[src/rtl/hex_display_scan_ctrl_if.sv]
// Byte-input handshake into the hex display scanner: strict valid/ready.
// A byte transfers on a rising edge where data_valid && data_ready; clear is a one-cycle request.
interface hex_display_scan_ctrl_if;
   logic [7:0] data_in;
   logic       data_valid;
   logic       data_ready;
   logic       clear;

   modport master (output data_in, output data_valid, output clear, input data_ready);
   modport slave  (input data_in, input data_valid, input clear, output data_ready);
endinterface

[src/rtl/hex_display_scan_ctrl.sv]
// Shares one external registered hex-to-7-segment decoder across NUM_DIGITS digits,
// scanning a nibble history buffer into per-digit segment registers (3 clocks per digit).
module hex_display_scan_ctrl #(
   parameter int NUM_DIGITS = 6
) (
   input  logic                      clk,
   input  logic                      rst,
   hex_display_scan_ctrl_if.slave    bus,
   output logic [3:0]                nib_out,
   input  logic [6:0]                seg_in,
   output logic [7*NUM_DIGITS-1:0]   hex_out,
   output logic                      busy,
   output logic [1:0]                dbg_state
);
   localparam int IDXW = $clog2(NUM_DIGITS);

   typedef enum logic [1:0] {S_IDLE, S_SET, S_WAIT, S_CAP} state_e;

   state_e                    state_q, state_d;
   logic [IDXW-1:0]           idx_q, idx_d;
   logic [3:0]                nib_q, nib_d;
   logic [3:0]                nbuf_q [NUM_DIGITS];
   logic [3:0]                nbuf_d [NUM_DIGITS];
   logic [NUM_DIGITS-1:0]     vld_q, vld_d;
   logic                      clr_pend_q, clr_pend_d;
   logic [7*NUM_DIGITS-1:0]   hex_q, hex_d;
   logic                      last_digit;

   assign bus.data_ready = (state_q == S_IDLE) && !bus.clear;
   assign last_digit     = (idx_q == IDXW'(NUM_DIGITS - 1));
   assign nib_out        = nib_q;
   assign hex_out        = hex_q;
   assign busy           = (state_q != S_IDLE);
   assign dbg_state      = state_q;

   always_ff @(posedge clk or posedge rst) begin
      if (rst) state_q <= S_IDLE;
      else     state_q <= state_d;
   end

   always_comb begin
      state_d    = state_q;
      idx_d      = idx_q;
      nib_d      = nib_q;
      nbuf_d     = nbuf_q;
      vld_d      = vld_q;
      clr_pend_d = clr_pend_q;
      hex_d      = hex_q;
      // A clear seen mid-scan is deferred so the running scan stays coherent.
      if (state_q != S_IDLE && bus.clear) clr_pend_d = 1'b1;
      case (state_q)
         S_IDLE: begin
            if (bus.clear) begin
               for (int i = 0; i < NUM_DIGITS; i++) nbuf_d[i] = 4'h0;
               vld_d   = '0;
               idx_d   = '0;
               state_d = S_SET;
            end else if (bus.data_valid) begin
               for (int i = NUM_DIGITS - 1; i >= 2; i--) begin
                  nbuf_d[i] = nbuf_q[i-2];
                  vld_d[i]  = vld_q[i-2];
               end
               nbuf_d[1] = bus.data_in[7:4];
               nbuf_d[0] = bus.data_in[3:0];
               vld_d[1]  = 1'b1;
               vld_d[0]  = 1'b1;
               idx_d     = '0;
               state_d   = S_SET;
            end
         end
         S_SET: begin
            nib_d   = nbuf_q[idx_q];
            state_d = S_WAIT;
         end
         S_WAIT: state_d = S_CAP;
         S_CAP: begin
            hex_d[7*idx_q +: 7] = vld_q[idx_q] ? seg_in : 7'h7F;
            if (!last_digit) begin
               idx_d   = idx_q + 1'b1;
               state_d = S_SET;
            end else if (clr_pend_q || bus.clear) begin
               for (int i = 0; i < NUM_DIGITS; i++) nbuf_d[i] = 4'h0;
               vld_d      = '0;
               clr_pend_d = 1'b0;
               idx_d      = '0;
               state_d    = S_SET;
            end else begin
               state_d = S_IDLE;
            end
         end
         default: state_d = S_IDLE;
      endcase
   end

   always_ff @(posedge clk or posedge rst) begin
      if (rst) begin
         idx_q      <= '0;
         nib_q      <= 4'h0;
         vld_q      <= '0;
         clr_pend_q <= 1'b0;
         hex_q      <= '1;
         for (int i = 0; i < NUM_DIGITS; i++) nbuf_q[i] <= 4'h0;
      end else begin
         idx_q      <= idx_d;
         nib_q      <= nib_d;
         vld_q      <= vld_d;
         clr_pend_q <= clr_pend_d;
         hex_q      <= hex_d;
         for (int i = 0; i < NUM_DIGITS; i++) nbuf_q[i] <= nbuf_d[i];
      end
   end
endmodule

[src/flat_wrapper.sv]
// flat-port wrapper written by rule: the top's interface ports become plain ports
module hex_display_scan_ctrl_flat 
#(
   parameter int NUM_DIGITS = 6
)
  (clk, rst, nib_out, seg_in, hex_out, busy, dbg_state, bus_data_in, bus_data_valid, bus_clear, bus_data_ready);
  hex_display_scan_ctrl_if bus_i ();
  input  logic clk;
  input  logic rst;
  output logic [3:0] nib_out;
  input  logic [6:0] seg_in;
  output logic [7*NUM_DIGITS-1:0] hex_out;
  output logic busy;
  output logic [1:0] dbg_state;
  input wire logic [$bits(bus_i.data_in)-1:0] bus_data_in;
  input wire logic [$bits(bus_i.data_valid)-1:0] bus_data_valid;
  input wire logic [$bits(bus_i.clear)-1:0] bus_clear;
  output wire logic [$bits(bus_i.data_ready)-1:0] bus_data_ready;
  assign bus_i.data_in = bus_data_in;
  assign bus_i.data_valid = bus_data_valid;
  assign bus_i.clear = bus_clear;
  assign bus_data_ready = bus_i.data_ready;
  hex_display_scan_ctrl #(.NUM_DIGITS(NUM_DIGITS)) u_core (.clk(clk), .rst(rst), .bus(bus_i), .nib_out(nib_out), .seg_in(seg_in), .hex_out(hex_out), .busy(busy), .dbg_state(dbg_state));
endmodule
[config.mk]
export PLATFORM = sky130hd
export DESIGN_NAME = hex_display_scan_ctrl_flat
export DESIGN_NICKNAME = d
export VERILOG_FILES = /design/src/rtl/hex_display_scan_ctrl_if.sv /design/src/rtl/hex_display_scan_ctrl.sv /design/src/flat_wrapper.sv
export SDC_FILE = /design/constraint.sdc
export NUM_CORES = 1
export LEC_CHECK = 0
export ABC_AREA = 1
export CAP_MARGIN = 20
export CORE_MARGIN = 8
export CORE_UTILIZATION = 50
export DETAILED_ROUTE_END_ITERATION = 8
export MAX_ROUTING_LAYER = met4
export PLACE_DENSITY = 0.77
export SETUP_SLACK_MARGIN = 0.15
export SLEW_MARGIN = 20
export SYNTH_ARGS = -nofsm -noshare
export SYNTH_HDL_FRONTEND = slang
export SYNTH_SLANG_ARGS = --single-unit
[constraint.sdc]
create_clock -name clk -period 6.9 [get_ports clk]
set_clock_uncertainty 0.2 [all_clocks]
set_input_delay 1.38 -clock clk [delete_from_list [all_inputs] [get_ports clk]]
set_output_delay 1.38 -clock clk [all_outputs]
set_load 0.03 [all_outputs]
==> impl_metrics.py, run 1 <==
metrics = {
    "clocking": {
        "cts-root-buf": "clkbuf_8",
        "clock_latency_ps": 350,
        "cts-resized-gates": 0,
        "cts_buffers": 9,
        "post_cts_buffers": 0,
        "cts_tree": "built",
        "ctsHoldBuffers": 0,
        "clockBufferDepth": 2,
        "clkSinkCount": 79,
        "path_clk_slew_ps": 70,
        "htree_levels": 3,
    },
    "critical_path": {
        "cpPeakStageDelay_ps": 680,
        "r2r-end": "u_core.hex_out[19]",
        "crit_end": "bus_data_ready",
        "reg2regPathDepth": 6,
        "cp_num_cells": 3,
        "critPathBufInv": 2,
        "cp.arrival_ps": 2680,
        "crit_path_frequent_cell": "clkdlybuf4s50_1",
        "crit_type": "primary input to output port",
        "cp_cell_sequence": "clkdlybuf4s50_1, nor2_1, clkdlybuf4s50_1",
        "cp.required_ps": 5320,
        "cp-startpoint": "bus_clear",
        "start_kind": "primary input",
        "critPathTopFamily": "buffers and inverters",
        "rrSetupSlack_ps": 4270,
        "cp_slowest_cell": "clkdlybuf4s50_1",
        "cp_max_fo": 5,
        "cp-end-kind": "output port",
        "r2r_start": "u_core.idx_q[1]",
    },
    "layout": {
        "area_delta_synth_final_pct": 24.8,
        "utilization_pct": 64.6,
        "multiInputGateArea_um2": 1350,
        "fin_cells": 595,
        "layout.nets": 517,
        "layout-drive-gt1-share_pct": 18.8,
        "n_fill_cell": 614,
        "register_area_um2": 2030,
        "diodes": 0,
    },
    "yosys": {
        "synthesis.area_um2": 3760,
        "synth_area_leader_cell": "dfstp_2",
        "synthCells": 426,
        "avgSynthCellArea_um2": 8.82,
        "netlist.area_leader.share_pct": 29.4,
        "ys_ff_latch": 79,
        "ys_warn_count": 0,
        "ys_seq_area_share_pct": 54.0,
        "synth.distinct_cells": 26,
        "syn-num-nets": 452,
        "yosys-top-cells-area": "dfstp_2 29%, dfrtp_1 25%, nand2_1 11%, inv_1 6.7%, o21ai_1 3.6%",
    },
    "timing": {
        "fmax_ghz": 0.235,
        "finalSetupViolCount": 0,
        "maxSlewViolCount": 0,
        "worstMarginPinSlew_ps": 959,
        "period_minus_slack_ps": 4260,
        "rsz0062_at_grt": "false",
        "hold_viol_final": 0,
        "setup_ws_ps": 2640,
        "relSlewSlack_pct": 36.0,
        "setup_tns_ps": 0,
        "finalCritPeriodShare_pct": 61.7,
    },
    "placed_design": {
        "hpwlAfterDp_um": 5970,
        "gp_congestion": 0.806,
        "placedCellCount": 579,
        "dp_slack_ps": 2640,
        "portBuffers": 68,
    },
    "drt": {
        "vias": 2979,
        "via_per_inst": 5.01,
        "drtIter0Drc": 161,
        "detail-route-antenna-nets": 0,
        "dr.pass1.iters": 5,
        "wl_um": 8560,
        "routedWlPerCell_um": 14.4,
        "drc": 0,
    },
    "pwr": {
        "leakage_uw": 0.00221,
        "ir_drop_mv": 0.367,
        "power_density_nw_per_um2": 533,
    },
    "floorplanning": {
        "die_x_um": 103,
        "die-area_um2": 10500,
        "num_io_pins": 69,
        "start_util_pct": 51.8,
        "die_y_um": 103,
        "core-area_um2": 7250,
        "rows": 31,
    },
    "flow_run": {
        "cap_violations": 0,
    },
    "grt": {
        "overflow": 0,
        "grt_usage_pct": 17.3,
        "grt_pass1_wl_um": 13800,
        "grt_max_degree": 80,
        "grt_pass1_vias": 2856,
        "antenna_found_initial": 0,
    },
    "hold_path": {
        "hold_path.class": "flop to flop",
    },
    "run_status": {
        "run_status": "completed",
    },
}
-- worst reg2reg max path: cells and delay by family (launching register included) --
kind	cells	cell delay, ps
DFF	1	580
adders and majority gates	1	660
AOI/OAI and AO/OA	1	100
buffers and inverters	2	330
and+or+nand+nor	2	700
-- cell usage after synthesis --
| cell | instances |
|---|---|
| nand4_1 | 14 |
| inv_4 | 1 |
| nand2_4 | 1 |
| dfstp_2 | 42 |
| buf_6 | 5 |
| o22ai_1 | 12 |
| nand2_2 | 13 |
| o21ai_0 | 14 |
| a31oi_1 | 3 |
| buf_1 | 4 |
| nor2_1 | 9 |
| nand3_1 | 20 |
| o21ai_1 | 27 |
| nand2_1 | 110 |
| buf_2 | 8 |
| a21oi_1 | 6 |
| nor2_2 | 5 |
| o211ai_1 | 6 |
| inv_1 | 67 |
| o31ai_1 | 1 |
| inv_2 | 3 |
| ha_1 | 7 |
| o21ai_2 | 7 |
| dfrtp_1 | 37 |
| xor2_1 | 1 |
| nor3_4 | 3 |
-- stage by stage --
step / hold slack, ps / power [uW] / cell area, um^2
2_1_floorplan: 243 / 1710 / 3760
3_3_place_gp: 258 / 2100 / 4470
3_5_place_dp: 255 / 2140 / 4470
4_1_cts: 269 / 2520 / 4690
5_1_grt: 287 / 2660 / 4690
6_report: 267 / 2500 / 4690
-- cells by family (layout without fill, tap and decap cells) --
logic type	count (synthesis)	after routing	share of synthesized area (%)
AO/OA/AOI/OAI	76	76	11.8
flip-flops	79	79	54.0
XOR/XNOR	1	1	0.233
AND/OR/NAND/NOR	175	175	21.5
adder cells (fa/ha/maj)	7	7	2.33
buffers and inverters	88	158	10.1
-- power breakdown --
| group | switching [uW] | internal, uW | leakage, uW |
|---|---|---|---|
| logic | 823 | 444 | 0.00118 |
| registers | 110 | 747 | 0.000923 |
| clock network | 160 | 213 | 0.000110 |
| total | 1090 | 1400 | 0.00221 |
-- routing by layer --
metal / GRT usage, % / vias to the layer above / routed length [um]
met1: 22.7 / 1386 / 3950
met4: 7.90 / 0 / 140
met2: 25.9 / 95 / 3940
met5: - / - / 0
li1: - / 1487 / -
met3: 2.70 / 11 / 535
-- area by class of cell --
type,instances,area share (%)
clock buffers,12,3.10
repair buffers,71,15.0
flip-flops and latches,79,43.3
well taps,99,2.64
inverters,71,5.74
multi-input cells,259,28.7
clock inverters,4,1.49
-- sequential cells by signal, summed over array words and instances (netlist names) --
name	cells
u_core.dbg_state	2
u_core.idx_q	3
u_core.clr_pend_q	1
u_core.nbuf_q	24
u_core.hex_out	42
u_core.nib_out	4
u_core.vld_q	3
-- worst min-delay path by stage --
stage	depth (start not counted)	to	slack (ps)	from
2_1_floorplan	2	u_core.nbuf_q[5]	240	u_core.nbuf_q[5]
4_1_cts	2	u_core.hex_out[37]	270	u_core.hex_out[37]
3_3_place_gp	2	u_core.hex_out[20]	260	u_core.hex_out[20]
3_5_place_dp	2	u_core.hex_out[37]	260	u_core.hex_out[37]
6_report	2	u_core.hex_out[37]	270	u_core.hex_out[37]
5_1_grt	2	u_core.hex_out[4]	290	u_core.hex_out[4]
-- cell usage in the layout, fill, tap and decap left out, drive strengths merged --
master,n
o22ai,12
buf,3
xor2,1
dfstp,42
nor2,14
nand2,124
dfrtp,37
a31oi,3
o31ai,1
o211ai,6
clkinv,2
nand3,20
bufinv,2
clkdlybuf4s50,68
inv,71
ha,7
o21ai,48
nand4,14
a21oi,6
clkbuf,12
nor3,3
Note: power is estimated with default switching activity, not from simulation.
==> inputs of run 2 (changes only) <==
--- a/config.mk
+++ b/config.mk
@@ -8,10 +8,10 @@
 export ABC_AREA = 1
 export CAP_MARGIN = 20
 export CORE_MARGIN = 8
-export CORE_UTILIZATION = 50
+export CORE_UTILIZATION = 47
 export DETAILED_ROUTE_END_ITERATION = 8
 export MAX_ROUTING_LAYER = met4
-export PLACE_DENSITY = 0.77
+export PLACE_DENSITY = 0.76
 export SETUP_SLACK_MARGIN = 0.15
 export SLEW_MARGIN = 20
 export SYNTH_ARGS = -nofsm -noshare
==> constraint.sdc (replaced) <==
create_clock -name clk -period 3.59 [get_ports clk]
set_clock_uncertainty 0.2 [all_clocks]
set_input_delay 0.718 -clock clk [delete_from_list [all_inputs] [get_ports clk]]
set_output_delay 0.718 -clock clk [all_outputs]
set_load 0.03 [all_outputs]
==> run 2 against run 1 <==
  * Worst setup slack got worse by 2000 ps
  * Sequential power is 91% higher
  * Routed wire length increased by 1.3%
  * Core utilization decreased by 3.4 points
==> impl_metrics.py, run 2 (synthesis gave the netlist of run 1 again) <==
metrics = {
    "layout": {
        "final_cell_mix": "110 x nand2_1, 68 x clkdlybuf4s50_1, 66 x inv_1, 42 x dfstp_2, 37 x dfrtp_1",
        "area_delta_synth_final_pct": 25.9,
        "layout_commonest_cell": "nand2_1",
        "layout-drive-gt1-share_pct": 19.5,
        "utilization_pct": 61.2,
        "n_fill_cell": 646,
        "largest_reg_flops": 42,
        "diodes": 0,
        "layout.nets": 519,
    },
    "clocking": {
        "cts_tree": "built",
        "post_cts_buffers": 0,
        "ctsHoldBuffers": 0,
        "cts_buffers": 9,
        "cts-resized-gates": 0,
        "cts-root-buf": "clkbuf_8",
        "clkSinkCount": 79,
        "htree_levels": 3,
        "clockBufferDepth": 2,
        "path_clk_slew_ps": 80,
        "clock_latency_ps": 350,
    },
    "pwr": {
        "power_density_nw_per_um2": 1020,
        "ir_drop_mv": 0.533,
        "leakage_uw": 0.00223,
    },
    "floorplanning": {
        "die_y_um": 105,
        "die-area_um2": 11100,
        "rows": 32,
        "die_x_um": 105,
        "start_util_pct": 48.6,
        "core-area_um2": 7730,
        "num_io_pins": 69,
    },
    "placed_design": {
        "hpwlAfterDp_um": 6200,
        "gp_congestion": 0.805,
        "portBuffers": 68,
    },
    "timing": {
        "rsz0062_at_grt": "false",
        "setup_tns_ps": 0,
        "hold_viol_final": 0,
        "period_minus_slack_ps": 2940,
        "finalSetupViolCount": 0,
        "worstMarginPinSlew_ps": 887,
        "relSlewSlack_pct": 40.8,
        "fmax_ghz": 0.340,
        "finalCritPeriodShare_pct": 81.9,
        "maxSlewViolCount": 0,
    },
    "critical_path": {
        "start_kind": "primary input",
        "cp_max_fo": 5,
        "crit_type": "primary input to output port",
        "cp.required_ps": 2670,
        "reg2regPathDepth": 7,
        "cp-end-kind": "output port",
        "cp.arrival_ps": 2020,
    },
    "drt": {
        "routedWlPerCell_um": 14.5,
        "vias": 2987,
        "wl_um": 8670,
        "via_per_inst": 4.98,
        "detail-route-antenna-nets": 0,
        "drtIter0Drc": 197,
        "drc": 0,
        "dr.pass1.iters": 5,
    },
    "grt": {
        "grt_pass1_wl_um": 15000,
        "grt_max_degree": 44,
        "overflow": 0,
        "grt_pass1_vias": 3098,
        "antenna_found_initial": 0,
        "grt_usage_pct": 17.0,
    },
    "hold_path": {
        "hold_path_depth": 2,
        "hold_path.class": "flop to flop",
    },
    "run_status": {
        "run_status": "completed",
    },
    "flow_run": {
        "cap_violations": 0,
    },
}
## run 2: final cells by class
| type | instances | area [um^2] | share of cell area [%] |
|---|---|---|---|
| Multi-Input combinational cell | 259 | 1350 | 28.5 |
| Clock inverter | 4 | 48.8 | 1.03 |
| Clock buffer | 12 | 176 | 3.73 |
| Timing Repair Buffer | 73 | 731 | 15.5 |
| Sequential cell | 79 | 2030 | 42.9 |
| Inverter | 71 | 269 | 5.69 |
| Tap cell | 102 | 128 | 2.70 |
## run 2: metal layers
layer  up-vias  share of wire [%]  global-route usage, %
met1      1410                 47                   22.1
li1       1490                  -                      -
met4         0                1.4                   8.66
met2        78                 47                   25.3
met5         -                  0                      -
met3         9                5.4                   2.31
## run 2: through the flow
stage,cell area [um^2],hold slack [ps],cells,worst slack (ps),total power (uW)
global route,4730,285,600,603,5160
CTS,4730,272,600,642,4870
global placement,4500,260,584,666,4070
detailed placement,4500,255,584,638,4130
floorplan,3760,243,426,718,3280
finish,4730,269,600,651,4830
## run 2: critical path: stages
cell             delay [ps]
clkdlybuf4s50_1         490
nor2_1                  130
clkdlybuf4s50_1         680
## run 2: final timing paths
path	start	endpoint	slack [ps]
max	bus_clear	bus_data_ready	650
max reg2reg	u_core.idx_q[0]	u_core.hex_out[18]	950
min	u_core.hex_out[36]	u_core.hex_out[36]	270
min reg2reg	u_core.hex_out[36]	u_core.hex_out[36]	270
max in group asynchronous	rst	u_core.nbuf_q[2]	1820
min in group asynchronous	rst	u_core.hex_out[25]	1100
## run 2: power breakdown
group	switching, uW	internal, uW	leakage [uW]
Combinational	1590	874	0.00119
Sequential	209	1440	0.000923
Clock	323	401	0.000114
